--- src/rtl/uart_pkg.sv ---
// Shared types and helpers for the UART transmit path.
// Holds the transmitter FSM encoding and the baud divisor calculation.
package uart_pkg;

  typedef enum logic [2:0] {
    IDLE   = 3'd0,
    START  = 3'd1,
    DATA   = 3'd2,
    PARITY = 3'd3,
    STOP   = 3'd4
  } uart_tx_state_e;

  // Integer floor: any fractional remainder is a small baud-rate error on the line.
  function automatic int clks_per_bit(input int clk_hz, input int baud);
    return clk_hz / baud;
  endfunction

  function automatic logic even_parity(input logic [7:0] data);
    return ^data;
  endfunction

endpackage

--- src/rtl/uart_tx_fifo.sv ---
// Synchronous byte FIFO that feeds the UART transmitter.
// Full is reported from the stored count only, so a same-cycle pop never frees a slot early.
module uart_tx_fifo #(
  parameter int DEPTH = 16
) (
  input  logic       clk_i,
  input  logic       rst_i,
  input  logic       push_i,
  input  logic [7:0] push_data_i,
  output logic       full_o,
  input  logic       pop_i,
  output logic [7:0] pop_data_o,
  output logic       empty_o
);

  localparam int AW = $clog2(DEPTH);
  localparam int CW = AW + 1;

  if ((DEPTH < 2) || ((DEPTH & (DEPTH - 1)) != 0)) begin : g_bad_depth
    $error("uart_tx_fifo: DEPTH must be a power of two and at least 2");
  end

  logic [7:0]    mem [DEPTH];
  logic [AW-1:0] wr_ptr;
  logic [AW-1:0] rd_ptr;
  logic [CW-1:0] count;
  logic          do_push;
  logic          do_pop;

  assign full_o     = (count == CW'(DEPTH));
  assign empty_o    = (count == '0);
  assign do_push    = push_i && !full_o;
  assign do_pop     = pop_i && !empty_o;
  assign pop_data_o = mem[rd_ptr];

  // Pointers are exactly AW bits wide, so they wrap modulo DEPTH on their own.
  always_ff @(posedge clk_i) begin
    if (rst_i) begin
      wr_ptr <= '0;
      rd_ptr <= '0;
      count  <= '0;
    end else begin
      if (do_push) wr_ptr <= wr_ptr + 1'b1;
      if (do_pop)  rd_ptr <= rd_ptr + 1'b1;
      case ({do_push, do_pop})
        2'b10:   count <= count + 1'b1;
        2'b01:   count <= count - 1'b1;
        default: count <= count;
      endcase
    end
  end

  always_ff @(posedge clk_i) begin
    if (do_push) mem[wr_ptr] <= push_data_i;
  end

endmodule

--- src/rtl/uart_tx.sv ---
// UART transmitter: byte FIFO in front of an 8N1 / 8E1 serializer.
// tx_o is registered from the next-state decode so it changes on the same edge as the FSM.
module uart_tx
  import uart_pkg::*;
#(
  parameter int CLK_FREQ_HZ = 50_000_000,
  parameter int BAUD_RATE   = 115200,
  parameter int PARITY_EN   = 0,
  parameter int FIFO_DEPTH  = 16
) (
  input  logic       clk_i,
  input  logic       rst_i,
  input  logic [7:0] tx_data_i,
  input  logic       tx_valid_i,
  output logic       tx_ready_o,
  output logic       tx_o,
  output logic       busy_o,
  output logic [2:0] state_o
);

  // Valid/ready: a byte is taken on any rising edge with tx_valid_i && tx_ready_o;
  // the producer holds tx_data_i stable while valid is high and ready is low.

  localparam int CPB = clks_per_bit(CLK_FREQ_HZ, BAUD_RATE);
  localparam int CW  = $clog2(CPB);
  localparam logic [CW-1:0] CNT_MAX = CW'(CPB - 1);

  if (CPB < 4) begin : g_bad_baud
    $error("uart_tx: CLK_FREQ_HZ / BAUD_RATE must be at least 4");
  end

  uart_tx_state_e state_q, state_d;
  logic [CW-1:0]  cnt_q, cnt_d;
  logic [2:0]     bit_q, bit_d;
  logic [7:0]     shift_q, shift_d;
  logic           par_q, par_d;
  logic           tx_q, tx_d;
  logic           bit_done;

  logic           fifo_pop;
  logic           fifo_full;
  logic           fifo_empty;
  logic [7:0]     fifo_data;

  uart_tx_fifo #(
    .DEPTH (FIFO_DEPTH)
  ) u_fifo (
    .clk_i       (clk_i),
    .rst_i       (rst_i),
    .push_i      (tx_valid_i),
    .push_data_i (tx_data_i),
    .full_o      (fifo_full),
    .pop_i       (fifo_pop),
    .pop_data_o  (fifo_data),
    .empty_o     (fifo_empty)
  );

  assign bit_done = (cnt_q == CNT_MAX);

  always_comb begin
    state_d  = state_q;
    cnt_d    = cnt_q + 1'b1;
    bit_d    = bit_q;
    shift_d  = shift_q;
    par_d    = par_q;
    fifo_pop = 1'b0;

    unique case (state_q)
      IDLE: begin
        cnt_d = '0;
        if (!fifo_empty) begin
          fifo_pop = 1'b1;
          shift_d  = fifo_data;
          par_d    = even_parity(fifo_data);
          state_d  = START;
        end
      end
      START: begin
        if (bit_done) begin
          cnt_d   = '0;
          state_d = DATA;
        end
      end
      DATA: begin
        if (bit_done) begin
          cnt_d   = '0;
          shift_d = {1'b0, shift_q[7:1]};
          bit_d   = bit_q + 1'b1;
          if (bit_q == 3'd7) state_d = (PARITY_EN != 0) ? PARITY : STOP;
        end
      end
      PARITY: begin
        if (bit_done) begin
          cnt_d   = '0;
          state_d = STOP;
        end
      end
      STOP: begin
        if (bit_done) begin
          cnt_d = '0;
          // Chain straight into the next start bit so queued bytes leave no idle gap.
          if (!fifo_empty) begin
            fifo_pop = 1'b1;
            shift_d  = fifo_data;
            par_d    = even_parity(fifo_data);
            state_d  = START;
          end else begin
            state_d = IDLE;
          end
        end
      end
      default: begin
        cnt_d   = '0;
        state_d = IDLE;
      end
    endcase

    tx_d = 1'b1;
    case (state_d)
      START:   tx_d = 1'b0;
      DATA:    tx_d = shift_d[0];
      PARITY:  tx_d = par_d;
      default: tx_d = 1'b1;
    endcase
  end

  always_ff @(posedge clk_i) begin
    if (rst_i) begin
      state_q <= IDLE;
      cnt_q   <= '0;
      bit_q   <= '0;
      shift_q <= '0;
      par_q   <= 1'b0;
      tx_q    <= 1'b1;
    end else begin
      state_q <= state_d;
      cnt_q   <= cnt_d;
      bit_q   <= bit_d;
      shift_q <= shift_d;
      par_q   <= par_d;
      tx_q    <= tx_d;
    end
  end

  assign tx_o       = tx_q;
  assign tx_ready_o = !fifo_full;
  assign busy_o     = (state_q != IDLE) || !fifo_empty;
  assign state_o    = state_q;

endmodule

--- config.mk ---
export PLATFORM = sky130hd
export DESIGN_NAME = uart_tx
export DESIGN_NICKNAME = d
export VERILOG_FILES = /design/src/rtl/uart_pkg.sv /design/src/rtl/uart_tx_fifo.sv /design/src/rtl/uart_tx.sv
export SDC_FILE = /design/constraint.sdc
export NUM_CORES = 1
export LEC_CHECK = 0
export BUFFER_PORTS_ARGS = -buffer_cell sky130_fd_sc_hd__buf_4
export CAP_MARGIN = 30
export CORE_MARGIN = 8
export CORE_UTILIZATION = 50
export DETAILED_ROUTE_END_ITERATION = 8
export GPL_TIMING_DRIVEN = 0
export PLACE_DENSITY = 0.74
export SLEW_MARGIN = 20
export SYNTH_ARGS = -nofsm -noshare
export SYNTH_HDL_FRONTEND = slang
export SYNTH_SLANG_ARGS = --single-unit
export TNS_END_PERCENT = 20
--- constraint.sdc ---
create_clock -name clk_i -period 4.65 [get_ports clk_i]
set_clock_uncertainty 0.1 [all_clocks]
set_input_delay 0.465 -clock clk_i [delete_from_list [all_inputs] [get_ports clk_i]]
set_output_delay 0.465 -clock clk_i [all_outputs]
set_load 0.1 [all_outputs]
# Yosys cells after proc, flatten, opt, wreduce, memory -nomap -nowiden
# Memories as Yosys holds them, arrays and structs flattened. A register that Yosys moved wholly into a read port is not among the register bits.
# Cells that the tools add are included.
# word_totals
memories	1
elab_cells	71
output_inout_bits	6
ramBits	128
regBits	38
# mem_list
name	words	width	read_ports	rd_clocked_by_memory_dff	write_ports	line_no	text
u_fifo.mem	16	8	1	1	1	uart_tx_fifo.sv:23	logic [7:0] mem [DEPTH];
# classes
n_mux	24
add_sub_neg	6
bitwise_logic	1
eq_ne	14
n_reduce_logical	15
# ops
operator	n
8-bit two-way mux	3
8-bit one-hot mux with 3 select lines	1
3-bit two-way mux	6
3-bit one-hot mux with 5 select lines	1
3-bit by 2-bit equality test with 1-bit output, second input constant	4
5-bit one-hot mux with 2 select lines	1
9-bit by 1-bit adder with 9-bit output, second input constant	1
9-bit equality test, second input constant	1
4-bit by 1-bit adder with 4-bit output, second input constant	2
4-bit two-way mux	2
8-bit parity	1
1-bit two-way mux	7
3-bit by 1-bit equality test with 1-bit output, second input constant	2
3-bit equality test, second input constant	2
3-bit nonzero test	2
5-bit by 1-bit adder with 5-bit output, second input constant	1
5-bit equality test, second input constant	1
5-bit logical NOT	1
5-bit by 1-bit subtractor with 5-bit output, second input constant	1
2-bit inequality test, second input constant	2
1-bit one-hot mux with 2 select lines	2
4-bit OR reduction	1
3-bit by 1-bit adder with 3-bit output, second input constant	1
3-bit logical NOT	1
other kinds (11)	13

# Longest topological paths before layout
# depth
depth_word	7
mapped_depth	17

# Cells and area by module
# From an unflattened synthesis, not the netlist that was laid out.
# unflattened
hier_cells	476
hier_area_um2	7181.9
# by_module_without_submodules
mod	instances	area_each_um2	cells_each
uart_tx_fifo	1	5891.9	330
uart_tx	1	1290.0	146

# Worst setup path after synthesis
# Ideal clock, no wire load.
# synth_timing
path_type	reg-to-reg
start	register state_q[2] (netlist: state_o[2])
end	register u_fifo.count[4]
n_path_buf	3
setup_ns	0.071
path_stages_with_launch	15
arrival_ns	3.468
synth_period_minus_slack_ns	3.639
path_slack_ns	1.011
path_cell_list	dfxtp_1 -> o41ai_2 -> and2_1 -> buf_6 -> buf_2 -> ha_1 -> clkbuf_1 -> xor2_1 -> ha_1 -> o21a_1 -> o21ai_0 -> o21bai_1 -> xnor2_1 -> or3_1 -> a21oi_1
# synth_between
elab_chain_cells	5
elab_cells_between_ends	8
classes_between	eq/ne (3); mux (2); reduce/logical (3)
# synth_lines
item	line_no	text
start, declared	uart_tx.sv:32	uart_tx_state_e state_q, state_d;
start signal, assigned	uart_tx.sv:136	state_q <= state_d;
3-bit equality test / 3-bit logical NOT (equally long branches)	uart_tx.sv:68	unique case (state_q)
1-bit one-hot mux with 2 select lines *	uart_tx.sv:68	
1-bit logical AND *	uart_tx_fifo.sv:33	assign do_pop = pop_i && !empty_o;
named net u_fifo.do_pop	uart_tx_fifo.sv:28	logic do_pop;
2-bit by 1-bit equality test with 1-bit output / 2-bit equality test (equally long branches)	uart_tx_fifo.sv:45	case ({do_push, do_pop})
5-bit one-hot mux with 2 select lines / 2-bit nonzero test (equally long branches)	--	
end signal, assigned	uart_tx_fifo.sv:46	2'b10: count <= count + 1'b1;
end signal, assigned	uart_tx_fifo.sv:47	2'b01: count <= count - 1'b1;
end signal, assigned	uart_tx_fifo.sv:48	default: count <= count;
end, declared	uart_tx_fifo.sv:26	logic [CW-1:0] count;
# Mark *: on every way through the listed nets, which the timed path passes. The rest lies on a longest branch.
# A chain may end at the register's enable or synchronous reset.

# Final worst setup path
# layout_timing
start	register cnt_q[0]
end	register u_fifo.count[4]
# layout_between
elab_chain_cells	6
elab_cells_between_ends	8
classes_between	eq/ne (3); mux (3); reduce/logical (2)
# layout_lines
item	line_no	text
start, declared	uart_tx.sv:33	logic [CW-1:0] cnt_q, cnt_d;
start signal, assigned	uart_tx.sv:137	cnt_q <= cnt_d;
9-bit equality test *	uart_tx.sv:58	assign bit_done = (cnt_q == CNT_MAX);
1-bit two-way mux *	uart_tx.sv:99	if (bit_done) begin
1-bit one-hot mux with 2 select lines *	uart_tx.sv:68	
1-bit logical AND *	uart_tx_fifo.sv:33	
named net u_fifo.do_pop	uart_tx_fifo.sv:28	
2-bit by 1-bit equality test with 1-bit output / 2-bit equality test (equally long branches)	uart_tx_fifo.sv:45	
5-bit one-hot mux with 2 select lines / 2-bit nonzero test (equally long branches)	--	
# Marked as above.

==> implementation parameters <==
Parameter                              Value

Run status
  Result of the run    complete, no violations

Setup path
  WP data required    around 4.9 ns
  Type of the worst setup path    reg2reg
  Worst reg2reg path endpoint    u_fifo.count[4]
  Worst setup startpoint    cnt_q[0]
  Startpoint type of the worst setup path    register
  Worst-case reg-to-reg path depth    16
  Element type at the critical path end    register
  Worst setup slack for register-to-register paths    approximately 0.69 ns
  Critical path capture point    u_fifo.count[4]
  Beginning of the worst register-to-register path    cnt_q[0]
  Arr. time, crit path    approximately 4.2 ns
  CP max FO    10

CTS
  Number of buffers on the longest clock path    2
  CTS H-Tree Depth    4
  Number of buffers inserted by post-CTS setup repair    0
  Clk slew on worst S/H paths    about 0.070 ns
  Cts repair resizes    0
  CTS Hold Bufs    0
  Number of sinks driven by the clock tree    170
  Cell at the root of the clock tree    sky130_fd_sc_hd__clkbuf_16
  Cts bufs inserted    17
  Clk Latency, worst-skew pair    about 0.43 ns
  Clock tree from TritonCTS    built

Floorplan
  Core Footprint    0.01388 mm^2
  Die area    0.01822 mm^2
  Die outline width    around 130 um
  Number of top-level pins    17
  Number of standard-cell rows in the floorplan    between 40 and 50
  Die height    135.0 um
  Starting density of the core    0.5099

STA
  Setup repair after global routing missed its margin    false
  Final Max Tran Viols    0
  Share of the clock period used by the worst path after layout    0.8518
  Transition time at the pin with the least slew margin    around 0.92 ns
  Final setup violation count    0
  Final Hold Fails    0
  Final hold slack    between 0.2 and 0.25 ns
  Clock period minus worst slack    3.961 ns
  Highest attainable clock frequency    252.5 MHz
  Final setup TNS    0 ns
  Relative slew slack    0.3815

Worst hold path
  Origin of the worst min-delay path    rst_i
  Min-delay worst type    in2reg

Power and ir drop
  Standby leakage power    between 2 and 3 nW
  Areal power density over the cells    between 500 and 600 mW/mm^2
  Total power draw    0.004737 W
  Worst supply voltage drop on vdd    0.3756 mV

GRT
  Wire length of the first global-routing pass    approximately 22000 um
  Number of antenna violations at the first check in global routing    0
  Largest net degree at the start of global routing    19
  Via count of the first global-routing pass    3971
  Sum of overflow across all layers after global routing    0
  Total global-route track usage    0.1630

Route
  Starting DRT DRC Count    roughly 360
  Residual DRC    0
  Vias after detailed routing    3961
  Number of detailed-routing iterations run before antenna repair    5
  Average wire per cell in the routed design    approximately 21 um
  Via density    a little under 6
  Aggregate routed wire length    14190 um
  Antenna violation net count after detailed routing    0

Cells and area
  # nets final    509
  Most common library cell in the layout ignoring fill and taps    sky130_fd_sc_hd__edfxtp_1
  Area grow syn2layout    13.88%
  Highest-count cells in the layout ignoring fill and taps    sky130_fd_sc_hd__edfxtp_1, sky130_fd_sc_hd__nor2_1, sky130_fd_sc_hd__dfxtp_1
  Final-layout fill cell count    1031
  Diode count    0
  Fraction of final layout cells with drive strength greater than 1    0.1804

Synthesis
  Number of storage elements in the synthesis netlist    170
  Number of synthesis warnings    0
  Share of synthesized area occupied by flip-flops and latches    0.6618
  Cell area after synthesis    between 0.007 and 0.008 mm^2
  Dominant register cell in the synthesized netlist    sky130_fd_sc_hd__edfxtp_1
  EDFF count, synth    between 100 and 150
  Number of distinct standard cells referenced by the synthesized netlist    51
  Share of synthesized registers carrying an async set or reset    0
  Gate count of the mapped netlist    452
  Net count after synthesis    ~480
  Avg Inst Size Synth    about 16 um^2

Flow run
  Max-cap violation count    0

Place
  Port Buffer Count    15
  Routability congestion estimate from global placement    between 0.8 and 0.9
  Detailed-placement wirelength estimate    between 9000 and 10000 um
[per-layer routing]
layer,GRT usage,wire (um),vias to the layer above,share of wire
met3,0.04569,788,11,0.056
met5,0,0,-,0
met2,0.2596,7078,114,0.50
li1,-,-,1811,-
met1,0.2076,6188,2025,0.44
met4,0.06292,137,0,0.0097
[final cells by class]
| cell class | count | area, um^2 | area share |
|---|---|---|---|
| clock buffer | 17 | 425.4 | 0.05278 |
| timing repair buffer | 15 | 112.6 | 0.01397 |
| clock inverter | 15 | 198.9 | 0.02468 |
| inverter | 8 | 30.03 | 0.003726 |
| buffer | 24 | 167.7 | 0.02080 |
| sequential | 170 | 4684 | 0.5812 |
| multi-input combinational | 250 | 2216 | 0.2749 |
| tap | 180 | 225.2 | 0.02794 |
[worst max-delay path, cell delays in order, from the launching register on]
cell and delay (ns):
sky130_fd_sc_hd__dfxtp_1 0.41, sky130_fd_sc_hd__ha_1 0.18, sky130_fd_sc_hd__nand4b_1 0.17, sky130_fd_sc_hd__o41ai_2 0.45, sky130_fd_sc_hd__and2_1 0.22, sky130_fd_sc_hd__buf_6 0.15, sky130_fd_sc_hd__buf_2 0.25, sky130_fd_sc_hd__ha_1 0.20
sky130_fd_sc_hd__clkbuf_1 0.34, sky130_fd_sc_hd__xor2_1 0.14, sky130_fd_sc_hd__ha_1 0.24, sky130_fd_sc_hd__o21a_1 0.17, sky130_fd_sc_hd__o21ai_0 0.16, sky130_fd_sc_hd__o21bai_1 0.11, sky130_fd_sc_hd__xnor2_1 0.14, sky130_fd_sc_hd__or3_1 0.32
sky130_fd_sc_hd__a21oi_1 0.14
[metrics by stage]
stage | setup slack [ns] | area (um^2) | util | std cells
final | 0.6891 | 8060 | 0.5807 | 679
after global routing | 0.4727 | 8060 | 0.5807 | 679
after CTS | 0.7472 | 8060 | 0.5807 | 679
after detailed placement | 0.8051 | 7436 | 0.5357 | 647
after global placement | 0.9491 | 7416 | 0.5343 | 647
after floorplan | 1.011 | 7078 | - | 452
[synthesized netlist by cell type (3+ instances only)]
| cell | n | area [um^2] |
|---|---|---|
| sky130_fd_sc_hd__nand2b_1 | 3 | 18.77 |
| sky130_fd_sc_hd__xor2_1 | 9 | 78.83 |
| sky130_fd_sc_hd__dfxtp_1 | 42 | 840.8 |
| sky130_fd_sc_hd__nand2_1 | 23 | 86.33 |
| sky130_fd_sc_hd__clkbuf_1 | 11 | 41.29 |
| sky130_fd_sc_hd__o21ai_0 | 7 | 35.03 |
| sky130_fd_sc_hd__buf_6 | 3 | 33.78 |
| sky130_fd_sc_hd__a22oi_1 | 15 | 112.6 |
| sky130_fd_sc_hd__or3_1 | 3 | 18.77 |
| sky130_fd_sc_hd__buf_2 | 5 | 25.02 |
| sky130_fd_sc_hd__ha_1 | 12 | 150.1 |
| sky130_fd_sc_hd__a211oi_1 | 3 | 22.52 |
| sky130_fd_sc_hd__edfxtp_1 | 128 | 3844 |
| sky130_fd_sc_hd__mux4_2 | 18 | 405.4 |
| sky130_fd_sc_hd__xnor2_1 | 18 | 157.7 |
| sky130_fd_sc_hd__mux2i_1 | 5 | 50.05 |
| sky130_fd_sc_hd__nor3_1 | 7 | 35.03 |
| sky130_fd_sc_hd__a222oi_1 | 6 | 60.06 |
| sky130_fd_sc_hd__inv_1 | 7 | 26.28 |
| sky130_fd_sc_hd__nand4_1 | 3 | 18.77 |
| sky130_fd_sc_hd__and2_1 | 3 | 18.77 |
| sky130_fd_sc_hd__mux4_1 | 14 | 367.9 |
| sky130_fd_sc_hd__a21oi_1 | 6 | 30.03 |
| sky130_fd_sc_hd__nand3_1 | 5 | 25.02 |
| sky130_fd_sc_hd__nor2_1 | 60 | 225.2 |
[where the power goes]
group,internal (W),leakage (nW),switching (W)
combinational,0.000594,0.953,0.000843
clock,0.000824,0.300,0.000650
sequential,0.00175,1.50,0.0000740
[logic make-up after synthesis]
family | count (synthesis) | synth area share
DFF | 170 | 0.6618
xor gates and xnor gates | 27 | 0.03341
muxes | 37 | 0.1163
AOI/OAI and AO/OA | 54 | 0.05922
and+or+nand+nor | 120 | 0.08008
adders and majority gates | 12 | 0.02121
buffers and inverters | 32 | 0.02793
[worst min path at each step]
stage	to	slack [ns]	depth (start not counted)
finish	state_o[0]	0.20	2
global route	state_o[0]	0.20	2
CTS	state_o[0]	0.18	2
detailed placement	shift_q[0]	0.38	2
global placement	cnt_q[0]	0.36	1
floorplan	cnt_q[0]	0.34	1
[registers in the layout, summed over array words and instances, names as in the netlist, named ones only]
name           count
tx_o               1
u_fifo.mem       128
u_fifo.rd_ptr      4
bit_q              3
state_o            3
par_q              1
u_fifo.count       5
u_fifo.wr_ptr      4
shift_q            8
cnt_q              9
(Power assumes the default switching activity.)
